--- config.mk ---
export PLATFORM = sky130hd
export DESIGN_NAME = imem_boot_loader
export DESIGN_NICKNAME = d
export VERILOG_FILES = /design/src/rtl/mips_pkg.sv /design/src/rtl/mips_word_assembler.sv /design/src/rtl/imem_boot_loader.sv
export SDC_FILE = /design/constraint.sdc
export NUM_CORES = 1
export LEC_CHECK = 0
export ABC_AREA = 1
export CAP_MARGIN = 5
export CORE_ASPECT_RATIO = 0.75
export CORE_MARGIN = 2
export CORE_UTILIZATION = 35
export DETAILED_ROUTE_END_ITERATION = 10
export PLACE_DENSITY_LB_ADDON = 0.15
export SKIP_LAST_GASP = 1
export SYNTH_ARGS = -nofsm -noshare
export SYNTH_HDL_FRONTEND = slang
export SYNTH_SLANG_ARGS = --single-unit
--- constraint.sdc ---
create_clock -name clock -period 1.9 [get_ports clock]
set_clock_uncertainty 0.1 [all_clocks]
set_input_delay 0.285 -clock clock [delete_from_list [all_inputs] [get_ports clock]]
set_output_delay 0.285 -clock clock [all_outputs]
set_load 0.05 [all_outputs]
--- src/rtl/mips_pkg.sv ---
// Shared types and constants for the instruction-memory boot loader.
package mips_pkg;

  typedef enum logic [2:0] {
    IDLE,
    HDR,
    DATA,
    FIN,
    ERR
  } loader_state_e;

  localparam int BOOT_HDR_BYTES = 2;
  localparam int WORD_BYTES     = 4;

  function automatic logic [31:0] word_addr(input logic [31:0] base, input logic [15:0] idx);
    return base + {14'd0, idx, 2'b00};
  endfunction

endpackage

--- src/rtl/mips_word_assembler.sv ---
// Packs a big-endian byte stream into 32-bit words; word_valid pulses the
// cycle after the fourth byte of a word is taken.
module mips_word_assembler
  import mips_pkg::*;
(
  input  logic        clock,
  input  logic        reset_n,
  input  logic        clr,
  input  logic        byte_en,
  input  logic [7:0]  byte_in,
  output logic [31:0] word,
  output logic        word_valid,
  output logic        word_last
);

  logic [31:0] word_q, word_d;
  logic [1:0]  phase_q, phase_d;
  logic        valid_q, valid_d;

  always_comb begin
    word_d    = word_q;
    phase_d   = phase_q;
    word_last = 1'b0;
    if (clr) begin
      phase_d = 2'd0;
    end else if (byte_en) begin
      word_d    = {word_q[23:0], byte_in};
      phase_d   = phase_q + 2'd1;
      word_last = (phase_q == 2'(WORD_BYTES - 1));
    end
    valid_d = word_last;
  end

  always_ff @(posedge clock) begin
    if (!reset_n) begin
      word_q  <= '0;
      phase_q <= 2'd0;
      valid_q <= 1'b0;
    end else begin
      word_q  <= word_d;
      phase_q <= phase_d;
      valid_q <= valid_d;
    end
  end

  assign word       = word_q;
  assign word_valid = valid_q;

endmodule

--- src/rtl/imem_boot_loader.sv ---
// Streams a length-prefixed program image into instruction memory, then
// releases the processor from reset.
module imem_boot_loader
  import mips_pkg::*;
#(
  parameter int          DEPTH     = 256,
  parameter logic [31:0] BASE_ADDR = 32'h0000_0000
) (
  input  logic        clock,
  input  logic        reset_n,
  input  logic        start,
  input  logic        in_valid,
  input  logic [7:0]  in_byte,
  output logic        in_ready,
  output logic        imem_we,
  output logic [31:0] imem_addr,
  output logic [31:0] imem_wdata,
  output logic        cpu_reset_n,
  output logic        busy,
  output logic        done,
  output logic        error,
  output logic [15:0] word_count
);

  loader_state_e state_q, state_d;
  logic          hdr_cnt_q, hdr_cnt_d;
  logic [7:0]    hdr_hi_q, hdr_hi_d;
  logic [15:0]   n_q, n_d;
  logic [15:0]   word_count_q, word_count_d;
  logic [31:0]   addr_q, addr_d;
  logic          cpu_rel_q, cpu_rel_d;

  logic          accept, restart, byte_en;
  logic [15:0]   hdr_n;
  logic [31:0]   asm_word;
  logic          asm_valid, asm_last;

  mips_word_assembler u_asm (
    .clock      (clock),
    .reset_n    (reset_n),
    .clr        (restart),
    .byte_en    (byte_en),
    .byte_in    (in_byte),
    .word       (asm_word),
    .word_valid (asm_valid),
    .word_last  (asm_last)
  );

  always_comb begin
    state_d      = state_q;
    hdr_cnt_d    = hdr_cnt_q;
    hdr_hi_d     = hdr_hi_q;
    n_d          = n_q;
    word_count_d = word_count_q;
    addr_d       = addr_q;
    cpu_rel_d    = 1'b0;

    in_ready = (state_q == HDR) || (state_q == DATA);
    accept   = in_valid && in_ready;
    byte_en  = accept && (state_q == DATA);
    restart  = start && ((state_q == IDLE) || (state_q == FIN) || (state_q == ERR));
    hdr_n    = {hdr_hi_q, in_byte};

    case (state_q)
      IDLE: if (start) state_d = HDR;
      HDR: begin
        if (accept) begin
          if (hdr_cnt_q == 1'(BOOT_HDR_BYTES - 1)) begin
            hdr_cnt_d = 1'b0;
            n_d       = hdr_n;
            state_d   = ((hdr_n == 16'd0) || (int'(hdr_n) > DEPTH)) ? ERR : DATA;
          end else begin
            hdr_hi_d  = in_byte;
            hdr_cnt_d = 1'b1;
          end
        end
      end
      // word_count already reflects the word being written during the pulse
      DATA: if (asm_valid && (word_count_q == n_q)) state_d = FIN;
      FIN: begin
        if (start) state_d = HDR;
        else       cpu_rel_d = 1'b1;
      end
      ERR: if (start) state_d = HDR;
      default: state_d = IDLE;
    endcase

    if (restart) begin
      word_count_d = 16'd0;
      addr_d       = BASE_ADDR;
      hdr_cnt_d    = 1'b0;
    end

    if (asm_last) begin
      word_count_d = word_count_q + 16'd1;
      addr_d       = word_addr(BASE_ADDR, word_count_q);
    end
  end

  always_ff @(posedge clock) begin
    if (!reset_n) begin
      state_q      <= IDLE;
      hdr_cnt_q    <= 1'b0;
      hdr_hi_q     <= 8'd0;
      n_q          <= 16'd0;
      word_count_q <= 16'd0;
      addr_q       <= BASE_ADDR;
      cpu_rel_q    <= 1'b0;
    end else begin
      state_q      <= state_d;
      hdr_cnt_q    <= hdr_cnt_d;
      hdr_hi_q     <= hdr_hi_d;
      n_q          <= n_d;
      word_count_q <= word_count_d;
      addr_q       <= addr_d;
      cpu_rel_q    <= cpu_rel_d;
    end
  end

  assign imem_we     = asm_valid;
  assign imem_addr   = addr_q;
  assign imem_wdata  = asm_word;
  assign cpu_reset_n = cpu_rel_q;
  assign busy        = (state_q == HDR) || (state_q == DATA);
  assign done        = (state_q == FIN);
  assign error       = (state_q == ERR);
  assign word_count  = word_count_q;

endmodule

---- Word-level counts from Yosys, hierarchy flattened ----
Cells that the tools add are included.
Widths: inputs -> output; s select.
storage, ports and cells
  register bits ........................... 96
  latch bits .............................. 0
  bits in writable memories ............... 0
  ROM bits ................................ 0
  input bits .............................. 12
  output and inout port bits .............. 86
  logic and storage cells ................. 59
  memories ................................ 0
cells by class
  add/subtract/negate cells ............... 2
  multiply operators ...................... 0
  divide/modulo/power cells ............... 0
  $lt $le $gt $ge ......................... 1
  equality and inequality tests ........... 10
  shift operators ......................... 0
  mux-type cells .......................... 14
  bitwise gates (word level) .............. 3
  reductions and logical operators ........ 19
operator list
  operator               count
  $mux 18                2
  $mux 16                2
  $add 16x1->16 const B  1
  $eq 16x16->1           1
  $gt 16x9->1 const B    1
  $logic_not 16->1       1
  $mux 3                 5
  $pmux 3 s3             1
  $eq 3x2->1 const B     2
  $reduce_and 2->1       3
  $reduce_and 3->1       2
  $logic_and 1x1->1      4
  $logic_or 1x1->1       4
  $mux 1                 4
  $ne 2x1->1 const B     2
  $ne 2x2->1 const B     2
  $reduce_and 4->1       1
  $eq 3x1->1 const B     1
  $eq 3x3->1 const B     1
  $logic_not 3->1        1
  $not 1->1              3
  $reduce_or 3->1        1
  $add 2x1->2 const B    1
  $eq 2x2->1 const B     1
  other kinds (2)        2

---- Depth between registers and ports, before layout ----
  depth in word-level cells ............... 7
  gate-level depth with buffers ........... 12
  mapped depth without buffers ............ 12

---- Hierarchy ----
Synthesis repeated with hierarchy kept, for this count alone.
unflattened totals
  cells, all modules ...................... 654
  area total of the unflattened synthesis .. 4485.6 um^2
modules (own cells, without submodules)
  module               instances  cells an instance  area each (um^2)  seq. area each (um^2)
  imem_boot_loader     1          431                2977.9            1221.2
  mips_word_assembler  1          223                1507.7            700.7

---- Worst setup path after synthesis ----
OpenSTA, ideal clock, no wires.
  path type ............................... register to register
  start point ............................. register word_count_q[1] (netlist: word_count[1])
  end point ............................... register word_count_q[14] (netlist: word_count[14])
  library setup time ...................... 115 ps
  arrival ................................. 1889 ps
  required time ........................... 1685 ps
  slack ................................... -204 ps
  cell stages (with the launch flop) ...... 11
  path buffers ............................ 0
  period minus slack after synthesis ...... 2104 ps
  path through ............................ dfxtp_1 ha_1 nand2_1 nor3_2 nand2_1 nor2_2 nand4_1 nor2_1 nand2_1 nand2_1 nor2_1
between the ends
  longest elaborated chain between the ends .. 2
ends and longest elaborated chain
  element                   line                     RTL
  start: declaration        imem_boot_loader.sv:29   logic [15:0] word_count_q, word_count_d;
  start signal: assignment  imem_boot_loader.sv:114  word_count_q <= word_count_d;
  $add 16x1->16             imem_boot_loader.sv:95   word_count_d = word_count_q + 16'd1;
  $mux 16                   imem_boot_loader.sv:94   if (asm_last) begin
No other way between the ends.
A chain may end at the register's enable or synchronous reset.

---- Worst setup path after layout ----
  start point ............................. register addr_q[6] (netlist: imem_addr[6])
  end point ............................... output port imem_addr[6]
RTL lines
  element                   line                     RTL
  start: declaration        imem_boot_loader.sv:30   logic [31:0] addr_q, addr_d;
  start signal: assignment  imem_boot_loader.sv:115  addr_q <= addr_d;
  end: declaration          imem_boot_loader.sv:16   output logic [31:0] imem_addr,
No word-level cell between the ends.

==> flow_metrics.tcl <==
set metrics [dict create \
    boundaryPins 98 \
    synthDistinctLibCells 28 \
    yosys-top-cells-area "sky130_fd_sc_hd__dfxtp_1, sky130_fd_sc_hd__nand2_1, sky130_fd_sc_hd__o21ai_0, sky130_fd_sc_hd__nor2_1, sky130_fd_sc_hd__a21oi_1" \
    met3_usage_pct 4.185 \
    worst_ep_arrival_time_ns 1.48 \
    synth_commonest_cells "sky130_fd_sc_hd__nand2_1, sky130_fd_sc_hd__dfxtp_1, sky130_fd_sc_hd__nor2_1" \
    timing.final.hold_violations 0 \
    detailroute.via_count 3750 \
    final_cells 814 \
    tritoncts.num_buffers 9 \
    crit_path_max_incr_delay_ns 0.80 \
    grt_setup_unrepaired "true" \
    yosysSeqAreaShare_pct 46.92 \
    finalSetupViolCount 0 \
    worst_r2r_startpoint "word_count[0]" \
    worstHoldStart "reset_n" \
    vias_per_cell 4.607 \
    post_cts_hold_buffer_count 0 \
    fill_cells 1182 \
    sequential_cell_area_um2 1936 \
    area_of_combinational_cells_with_multiple_inputs_um2 1814 \
    maxCapViolCount 0 \
    drt_drc_violations_left 0 \
    final.min_clock_period_ns 1.864 \
    mean_instance_size_in_the_synthesized_netlist_um2 7.199 \
    via_count_of_the_first_global_routing_pass 3547 \
    report.power.total_mw 6.163 \
    drtPass1Iterations 4 \
    ir_worst_vdd_mv 0.8813 \
    met2_resource_use_gr_pct 24.75 \
    tritoncts "done" \
    std_cell_rows 34 \
    clockBufferDepth 2 \
    synth_seq_cells 96 \
    synth.largest_area_cell "sky130_fd_sc_hd__dfxtp_1" \
    cp_slowest_cell "sky130_fd_sc_hd__clkdlybuf4s50_1" \
    core_um2 11490 \
    antenna_found_initial 0 \
    wl_per_cell_um 12.94 \
    clkSlewWorstSetupHoldPaths_ns 0.07 \
    synth_edf_count 0 \
    synth_warnings 0 \
    timing.reg2reg.worst_path_depth 10 \
    crit_type "flop to output pin" \
    timing.hold.worst.class "input pin to flop" \
    cp-end-kind "output pin" \
    grt_usage_pct 17.44 \
    synth.cell_area_um2 4096 \
    antenna_cells_inserted 0 \
    grt_pass1_wl_um 17390 \
    final_antenna_net_count 0 \
    cts_htree_levels 3 \
    most_used_routing_layer_in_global_routing "met1" \
    cp_top_family "buffers and inverters" \
    fmax_mhz 536.6 \
    status "finished clean" \
    path_cells "clkdlybuf4s50_1" \
    cp-start-kind "flop" \
    design.die.area_um2 12590 \
    min_period_over_period_pct 98.09 \
    clock_sink_count 96 \
    p_per_area_nw_per_um2 1140 \
    maxSlewHeadroom_pct 66.59 \
    starting_density_of_the_core_pct 35.66 \
    top_reg_cell_synth "sky130_fd_sc_hd__dfxtp_1" \
    clock_latency_on_the_worst_skew_pair_ns 0.35 \
    final_weighted_congestion_of_routability_driven_global_placement 0.8230 \
    r2r-end "word_count[14]" \
    synth.most_common_cell "sky130_fd_sc_hd__nand2_1" \
    leakage_nw 2.577 \
    dp.cells 797 \
    die_h_um 97.69 \
    timing_max_transition_violations_final 0 \
    critPathMaxFanout 2 \
    worst_pin_slew_ns 0.4996 \
    drt_iter0_drc 210 \
    finalWirelength_um 10530 \
    pin_count_of_the_biggest_net_entering_global_routing 57 \
    postSynthCellCount 569 \
    worstHoldEndpoint "state_q[2]" \
    syn_to_final_growth_pct 32.01 \
    post-dp-hpwl_um 7667 \
    rrSetupSlack_ns 0.14 \
    port-buffer-count 81 \
    x_dimension_of_the_die_um 128.9 \
    post_route_cells_drive_above_1_share_pct 17.76 \
    worst_hold_path_cell_count 3 \
    clockRootBuffer "sky130_fd_sc_hd__clkbuf_16" \
    async_sr_flop_fraction_pct 0 \
    worst-endpoint-required_ns 1.51 \
    grt.overflow.total 0 \
    yosys.area.top_type_share_pct 46.92 \
    final_nets 679 \
    timing.critical_path.buf_inv 1 \
    use_met1_pct 25.50 \
]
-- through the flow --
step                 TNS [ns]  cell area [um2]  utilization [%]  setup slack (ns)  hold WS, ns
CTS                         0             5335            46.45          0.005076       0.1912
detailed placement  -0.005414             5061            44.06         -0.002996       0.3540
global route         -0.03209             5408            47.08          -0.03209       0.2072
global placement            0             5061            44.06           0.02963       0.3499
finish                      0             5408            47.08           0.03632       0.2095
floorplan                   0             4160                -           0.03197       0.2643
-- where the power goes --
| part | switching [mW] | internal [mW] |
|---|---|---|
| registers | 0.131 | 2.21 |
| logic | 1.40 | 0.660 |
| clock network | 0.850 | 0.918 |
| total | 2.38 | 3.79 |
-- cell type report --
type	count	share of cell area [%]
Clock inverter	7	1.157
Timing Repair Buffer	110	18.12
Sequential cell	96	35.79
Tap cell	144	3.332
Clock buffer	9	4.165
Multi-Input combinational cell	392	33.55
Inverter	56	3.887
-- metal layers --
layer  up-vias  routed length, um
met5         -                  0
met4         0                 88
met3         9                451
met2        65               4536
met1      1698               5457
li1       1978                  -
-- cells by family (layout without fill, tap and decap cells) --
group / Yosys count / after routing / synth area share [%]
flip-flops: 96 / 96 / 46.92
AND/OR/NAND/NOR: 234 / 234 / 23.55
adder cells (fa/ha/maj): 2 / 2 / 0.6108
buffers and inverters: 96 / 182 / 11.12
AO/OA/AOI/OAI: 136 / 136 / 16.86
other: 1 / 16 / 0.09154
XOR/XNOR: 4 / 4 / 0.8554
-- placed cells by master, fill, tap and decap left out, types with 2 or more instances in the layout --
cell type | Yosys | routed
sky130_fd_sc_hd__nand2_1 | 107 | 104
sky130_fd_sc_hd__nor2_1 | 93 | 92
sky130_fd_sc_hd__dfxtp_1 | 96 | 89
sky130_fd_sc_hd__o21ai_0 | 74 | 74
sky130_fd_sc_hd__buf_4 | 19 | 69
sky130_fd_sc_hd__a21oi_1 | 58 | 58
sky130_fd_sc_hd__inv_1 | 52 | 52
sky130_fd_sc_hd__conb_1 | 1 | 16
sky130_fd_sc_hd__clkdlybuf4s50_1 | 0 | 13
sky130_fd_sc_hd__dlygate4sd2_1 | 0 | 13
sky130_fd_sc_hd__nand3_1 | 12 | 12
sky130_fd_sc_hd__clkbuf_16 | 0 | 9
sky130_fd_sc_hd__dlymetal6s2s_1 | 0 | 9
sky130_fd_sc_hd__nor3_1 | 6 | 5
sky130_fd_sc_hd__buf_12 | 0 | 5
sky130_fd_sc_hd__dfxtp_2 | 0 | 5
sky130_fd_sc_hd__inv_2 | 4 | 4
sky130_fd_sc_hd__nand2_2 | 3 | 4
sky130_fd_sc_hd__nand4_1 | 4 | 4
sky130_fd_sc_hd__inv_6 | 0 | 4
sky130_fd_sc_hd__nor2_2 | 3 | 3
sky130_fd_sc_hd__nor2_4 | 2 | 3
sky130_fd_sc_hd__xnor2_1 | 3 | 3
sky130_fd_sc_hd__nor3_2 | 2 | 2
sky130_fd_sc_hd__nand2_4 | 0 | 2
sky130_fd_sc_hd__dfxtp_4 | 0 | 2
-- worst max path at each step --
stage / start / to / slack [ns] / depth (start not counted)
after floorplan: word_count[1] / word_count[14] / 0.03 / 10
after global placement: in_valid / word_count[14] / 0.03 / 10
after detailed placement: in_valid / word_count[14] / -0.003 / 10
after CTS: u_asm.word[28] / imem_wdata[28] / 0.005 / 1
after global routing: state_q[1] / word_count[14] / -0.03 / 11
final: imem_addr[6] / imem_addr[6] / 0.04 / 1
-- registers in the layout (all words and copies together) (netlist names) --
name,cells
hdr_cnt_q,1
cpu_reset_n,1
hdr_hi_q,8
state_q,3
word_count,16
imem_addr,16
n_q,16
u_asm.word,32
u_asm.word_valid,1
u_asm.phase_q,2
-- repair_timing --
action,CTS,global route
pin swaps,0,5
setup endpoints to repair,15,16
buffers inserted,0,1
gates resized for setup,14,21
Note: power is estimated with default switching activity, not from simulation.
